[src/rtl/spi_master_flash.sv]
// spi_master_flash: single-lane SPI NOR flash framer (cmd/addr/dummy/data); define SPI_FL_DUMMY_EN for the dummy phase
module spi_master_flash #(
  parameter bit CPOL = 1'b0,
  parameter bit CPHA = 1'b0
) (
  input  logic        clk,
  input  logic        rst,
  output logic        ss,
  output logic        sclk,
  output logic        mosi_dq0,
  input  logic        miso_dq1,
  input  logic [31:0] data_in,
  output logic [31:0] data_out,
  input  logic [23:0] address,
  input  logic [7:0]  command,
  input  logic [2:0]  commtype,
  input  logic [6:0]  ndata_bits,
  input  logic [9:0]  frame_struct,
  input  logic [3:0]  dummy_cycles,
  input  logic        validflag,
  output logic        validflag_out,
  output logic        tready
);
  typedef enum logic [3:0] {IDLE, SETUP, CMD, ADDR, DUMMY, WDATA, RDATA, HOLD, DONE} state_t;
  state_t state, nxt, data_st, dnxt;
  logic [71:0] tx, tx_init;
  logic [31:0] rx, dl;
  logic [5:0] cnt, a_len, n_eff, d_len, nlen, in_a, in_n;
  logic rd, in_rd, in_wr, ph, unused;
  assign unused = ^{frame_struct[8:0], dummy_cycles};
`ifdef SPI_FL_DUMMY_EN
  logic [5:0] in_d;
  assign in_d = commtype == 3'b101 ? {2'b00, dummy_cycles} : 6'd0;
`else
  assign d_len = 6'd0;
`endif
  // Decode the request and pre-pack every outgoing bit MSB-first so mosi is always tx[71]
  always_comb begin
    in_a = (commtype == 3'b001 || commtype == 3'b011 || commtype == 3'b101) ? (frame_struct[9] ? 6'd32 : 6'd24) : 6'd0;
    in_wr = commtype == 3'b010 || commtype == 3'b011;
    in_rd = commtype == 3'b100 || commtype == 3'b101;
    in_n = !(in_wr || in_rd) ? 6'd0 : ndata_bits > 7'd32 ? 6'd32 : ndata_bits[5:0];
    dl = data_in << (6'd32 - in_n);
    tx_init = {command, (in_a == 6'd32 ? {8'h00, address, 32'h0} : in_a == 6'd24 ? {address, 40'h0} : 64'h0) | (in_wr ? {dl, 32'h0} >> in_a : 64'h0)};
    data_st = n_eff == 6'd0 ? HOLD : rd ? RDATA : WDATA;
    dnxt = d_len != 6'd0 ? DUMMY : data_st;
    nxt = state == CMD ? (a_len != 6'd0 ? ADDR : dnxt) : state == ADDR ? dnxt : state == DUMMY ? data_st : HOLD;
    nlen = nxt == ADDR ? a_len : nxt == DUMMY ? d_len : n_eff;
  end
  // Frame sequencer: every bit is a leading half then a trailing half of sclk
  always_ff @(posedge clk) begin
    if (!rst) begin
      state <= IDLE;
      ss <= 1'b1;
      sclk <= CPOL;
      mosi_dq0 <= 1'b0;
      data_out <= '0;
      validflag_out <= 1'b0;
      tready <= 1'b1;
      ph <= 1'b0;
      cnt <= '0;
      tx <= '0;
      rx <= '0;
      a_len <= '0;
      n_eff <= '0;
      rd <= 1'b0;
`ifdef SPI_FL_DUMMY_EN
      d_len <= '0;
`endif
    end else begin
      case (state)
        IDLE: if (validflag) begin
          state <= SETUP;
          ss <= 1'b0;
          tready <= 1'b0;
          tx <= tx_init;
          rx <= '0;
          cnt <= 6'd8;
          ph <= 1'b0;
          a_len <= in_a;
          n_eff <= in_n;
          rd <= in_rd;
`ifdef SPI_FL_DUMMY_EN
          d_len <= in_d;
`endif
          mosi_dq0 <= CPHA ? 1'b0 : command[7];
        end
        SETUP: begin
          state <= CMD;
          sclk <= ~CPOL;
          if (CPHA) begin
            mosi_dq0 <= tx[71];
            tx <= tx << 1;
          end
        end
        HOLD: begin
          state <= DONE;
          ss <= 1'b1;
          validflag_out <= 1'b1;
          mosi_dq0 <= 1'b0;
          if (rd) data_out <= rx;
        end
        DONE: begin
          state <= IDLE;
          validflag_out <= 1'b0;
          tready <= 1'b1;
        end
        default: if (!ph) begin
          ph <= 1'b1;
          sclk <= CPOL;
          if (!CPHA) begin
            mosi_dq0 <= tx[70];
            tx <= tx << 1;
          end
          if (!CPHA && state == RDATA) rx <= {rx[30:0], miso_dq1};
        end else begin
          ph <= 1'b0;
          if (CPHA && state == RDATA) rx <= {rx[30:0], miso_dq1};
          if (cnt == 6'd1) begin
            state <= nxt;
            cnt <= nlen;
          end else cnt <= cnt - 6'd1;
          if (cnt == 6'd1 && nxt == HOLD) mosi_dq0 <= 1'b0;
          else begin
            sclk <= ~CPOL;
            if (CPHA) begin
              mosi_dq0 <= tx[71];
              tx <= tx << 1;
            end
          end
        end
      endcase
    end
  end
endmodule

[config.mk]
export PLATFORM = sky130hd
export DESIGN_NAME = spi_master_flash
export DESIGN_NICKNAME = d
export VERILOG_FILES = /design/src/rtl/spi_master_flash.sv
export SDC_FILE = /design/constraint.sdc
export NUM_CORES = 1
export LEC_CHECK = 0
export ABC_AREA = 1
export ABC_CLOCK_PERIOD_IN_PS = 3000
export CAP_MARGIN = 10
export CELL_PAD_IN_SITES_DETAIL_PLACEMENT = 1
export CELL_PAD_IN_SITES_GLOBAL_PLACEMENT = 1
export CORE_MARGIN = 2
export CORE_UTILIZATION = 28
export DETAILED_ROUTE_END_ITERATION = 8
export PLACE_DENSITY_LB_ADDON = 0.1
export SYNTH_ARGS = -nofsm -noshare
export SYNTH_HDL_FRONTEND = slang
export SYNTH_SLANG_ARGS = --single-unit
[constraint.sdc]
create_clock -name clk -period 3 [get_ports clk]
set_clock_uncertainty 0.15 [all_clocks]
set_input_delay 0.6 -clock clk [delete_from_list [all_inputs] [get_ports clk]]
set_output_delay 0.6 -clock clk [all_outputs]
set_load 0.02 [all_outputs]
==> impl.org <==
** Route
- The final layout contains routed wiring with a total length of 34900 um.
- The first routing iteration left 598 violations.
- Using the TritonRoute via totals, the vias-per-cell ratio works out to 5.08.
- After detailed routing, the average wire length per cell comes to 16.9 um.
- Antenna-violating nets left :: 0
- The first detailed-routing pass ran for 5 iterations.
- Number of remaining DRC errors :: 0
- Vias :: 10500

** Synth
- The number of nets in the synthesized netlist is 1595.
- Post-synthesis cell area :: 9430 um^2
- Cell accounting for the most synthesized area :: sky130_fd_sc_hd__dfxtp_1
- Top post-synthesis cells by count :: 419 x sky130_fd_sc_hd__nand2_1, 293 x sky130_fd_sc_hd__nand3_1, 181 x sky130_fd_sc_hd__a21oi_1
- Most frequently used cell type in the post-synthesis netlist :: sky130_fd_sc_hd__nand2_1
- For this run, the number of Yosys warnings is 0.
- Mean Syn Cell Area :: 6.29 um^2
- Async set or reset register ratio after synthesis :: 0
- In the post-synthesis netlist, the biggest area contributors are sky130_fd_sc_hd__dfxtp_1 34%, sky130_fd_sc_hd__nand2_1 17%, sky130_fd_sc_hd__nand3_1 16%.
- Sequential area share after synthesis :: 0.340
- Post-synth EDFFs :: 0
- Share of Yosys cell area claimed by the top area cell type :: 0.340
- After synthesis, the netlist uses 39 different library cells.
- Synthesis inferred 160 register bits.
- Post-Synthesis Cells :: 1500
- Flip-flop cell with the highest count after synthesis :: sky130_fd_sc_hd__dfxtp_1

** GRT
- First-pass GRT wire length :: 56300 um
- Pin count of the biggest net entering global routing :: 103
- Vias in the first global route :: 10500
- GRT Util Overall :: 0.197
- After global routing the overflow that remains totals 0.
- Number of antenna violations at the first check in global routing :: 0

** STA
- The count of endpoints failing hold in the final timing report was 0.
- Final worst slack :: 0.123 ns
- Final period util :: 0.959
- At the pin with the least slew margin, the transition time is 0.623 ns.
- Minimum clock period after layout :: 2.88 ns
- Static timing analysis puts the maximum clock frequency at 348 MHz.
- Final setup violation count :: 0
- The number of pins exceeding their max-slew limit in the final report came to 0.
- The worst pin sits at a relative slew slack of 0.584.
- Setup repair after global routing left no endpoint under its margin.

** Floorplanning
- The die covers 35200 um^2.
- The core region is 33400 um^2.
- Vertical extent of the die :: 188 um
- For this design the top-level I/O count stands at 129.
- Measured along the x axis, the die boundary spans 188 um.
- The initial utilization of the core area, before any placement, comes to 0.283.
- FP Rows :: 67

** Critical path
- The worst register-to-register path begins at state[1].
- FF-to-FF setup slack :: 0.38 ns
- Tracing the worst setup path back leads to its startpoint at ndata_bits[1].
- At the worst endpoint, the required time is 3.17 ns.
- Gate family responsible for the most delay along the worst path :: simple AND/OR/NAND/NOR gates
- The critical path contains buffers and inverters numbering 4 combined.
- The critical path in this run is classified as in -> reg.
- Kind of end point of the critical path :: flip-flop
- Critical Path, Cell by Cell :: clkdlybuf4s50_1 > nor3b_2 > nand2_1 > ha_4 > inv_4 > clkbuf_16 > nand3_1 > nand2_1 > nand2_1 > nand3_1 > nand3_1 > nand2_2 > buf_4 > o211ai_1 > a21oi_1
- Max FO, Critical Path :: 15
- Cell with the largest stage delay on the worst path :: sky130_fd_sc_hd__clkdlybuf4s50_1
- Launching element type of the critical path :: input port
- Data arrival time at the worst-slack endpoint :: 3.05 ns
- In this design, the stage delay of the slowest critical-path cell is 0.47 ns.

** Placed design
- Timing analysis after detailed placement gives a worst setup slack of -0.578 ns.
- The congestion estimate from routability-driven global placement came to 0.885.
- Detailed placement HPWL :: 24900 um
- Cell count after placement :: 2032
- In this run the cell area measured after placement is 11400 um^2.
- Buffers placed on the I/O ports in this run total 115.

** Clocking
- The longest clock path from root to sink contains 2 buffers.
- TritonCTS built the clock tree.
- Clock tree synthesis found a total of 160 sinks.
- For the worst-skew pair, the clock arrives at the later sink with an insertion delay of 0.44 ns.
- After clock tree synthesis, the clock-pin slew on the worst setup and hold paths is 0.07 ns.
- The H-tree generated during clock tree synthesis spans 4 levels.
- Number of clock buffers inserted by TritonCTS :: 17
- The tree is rooted in a sky130_fd_sc_hd__clkbuf_16.

** Final layout
- Post-route insts no fill :: 2070
- Ratio of cells with drive above 1 in the final layout :: 0.125
- From synthesis to final layout, the design area changed by 31.7%.
- Layout net count :: 1704
- Total inserted antenna cells :: 0
- Post-Layout Inst Area :: 12400 um^2

** Run
- Max-cap violations in this run came to 0.

** Power
- For this design the static power due to leakage is 4.95 nW.
- Power spread over the standard cell area amounts to 761 nW/um^2.
- The worst-case IR drop observed on VDD is 0.000470 V.

** Min path
- The path class of the tightest hold or removal check is reg -> reg.
- The worst hold path begins at ss.

** Status
- Result of the run :: complete, no violations
cell usage in the layout (no fill, tap or decap), drive strengths merged:
cell type	synthesis	layout
a211oi	1	1
a21boi	1	1
a21oi	181	181
a221oi	12	12
a22oi	5	5
a31oi	11	11
a32o	1	1
and2	4	4
buf	42	75
clkbuf	63	23
clkdlybuf4s50	0	110
clkinv	2	7
clkinvlp	0	3
dfxtp	160	160
dlymetal6s2s	0	5
ha	3	3
inv	88	94
nand2	427	427
nand3	296	296
nand3b	2	2
nand4	10	10
nor2	74	74
nor3	9	9
nor3b	1	1
o211ai	24	24
o21a	1	1
o21ai	77	77
o22ai	4	4
xnor2	1	1
flip-flops by register name (all words and copies together) (netlist names):
register and cells:
mosi_dq0 1, cnt 6, data_out 32, validflag_out 1, sclk 1, tx 71
state 4, ph 1, n_eff 6, rd 1, a_len 2, rx 32
tready 1, ss 1
where the power goes:
part | switching, mW | internal [mW] | leakage [nW]
Sequential | 0.281 | 2.60 | 1.30
Combinational | 2.90 | 1.52 | 3.37
Clock | 1.03 | 1.12 | 0.276
final cells by class:
class / count / area [um^2]
clock inverters: 14 / 146
flip-flops and latches: 160 / 3200
multi-input cells: 1145 / 5650
fillers: 4297 / 20900
well taps: 448 / 561
repair buffers: 195 / 2080
inverters: 90 / 345
clock buffers: 18 / 439
worst register-to-register path: stages, from the launching register on:
cell and delay [ns]:
sky130_fd_sc_hd__dfxtp_1 0.37, sky130_fd_sc_hd__nor2_1 0.25, sky130_fd_sc_hd__nand3_1 0.22, sky130_fd_sc_hd__inv_1 0.14
sky130_fd_sc_hd__nor3_2 0.06, sky130_fd_sc_hd__inv_2 0.06, sky130_fd_sc_hd__nor2_1 0.04, sky130_fd_sc_hd__inv_2 0.10
sky130_fd_sc_hd__nor2_4 0.06, sky130_fd_sc_hd__inv_4 0.26, sky130_fd_sc_hd__nor2_4 0.10, sky130_fd_sc_hd__inv_2 0.44
sky130_fd_sc_hd__nand2_1 0.12, sky130_fd_sc_hd__a21oi_1 0.18
through the flow:
step | setup TNS, ns | hold WS (ns) | power [mW] | util
finish | 0 | 0.305 | 9.46 | 0.372
global route | 0 | 0.332 | 10.2 | 0.372
CTS | 0 | 0.311 | 9.47 | 0.361
detailed placement | -29.61 | 0.291 | 7.26 | 0.343
global placement | -26.80 | 0.289 | 7.22 | 0.343
floorplan | 0 | 0.280 | 5.85 | -
logic make-up (layout without fill, tap and decap cells):
group | after synthesis | in the layout | synth area share
compound gates | 318 | 318 | 0.185
fa+ha+maj | 3 | 3 | 0.00398
simple gates | 823 | 823 | 0.384
flops | 160 | 160 | 0.340
buf+inv | 195 | 317 | 0.0864
xor+xnor | 1 | 1 | 0.000929
path summary, 6_finish.rpt:
| check | end | depth (start not counted) |
|---|---|---|
| max | tx[24] | 15 |
| min | ss | 2 |
| max reg2reg | rx[14] | 13 |
| min reg2reg | ss | 2 |
routing by layer:
metal / global-route usage / vias up / wire, um
li1: - / 5287 / -
met1: 0.273 / 5030 / 17400
met2: 0.315 / 165 / 15900
met3: 0.0279 / 36 / 946
met4: 0.0630 / 0 / 708
met5: 0 / - / 0
repair_timing:
| action | 4_1_cts | 5_1_grt |
|---|---|---|
| endpoints found under the setup margin | 33 | 64 |
| gates resized for setup | 3 | 65 |
| pin swaps | 0 | 11 |
| gates cloned | 0 | 5 |
| buffers inserted | 0 | 1 |
| hold buffers | 0 | 0 |
No activity file was read; power rests on OpenSTA's default activity.
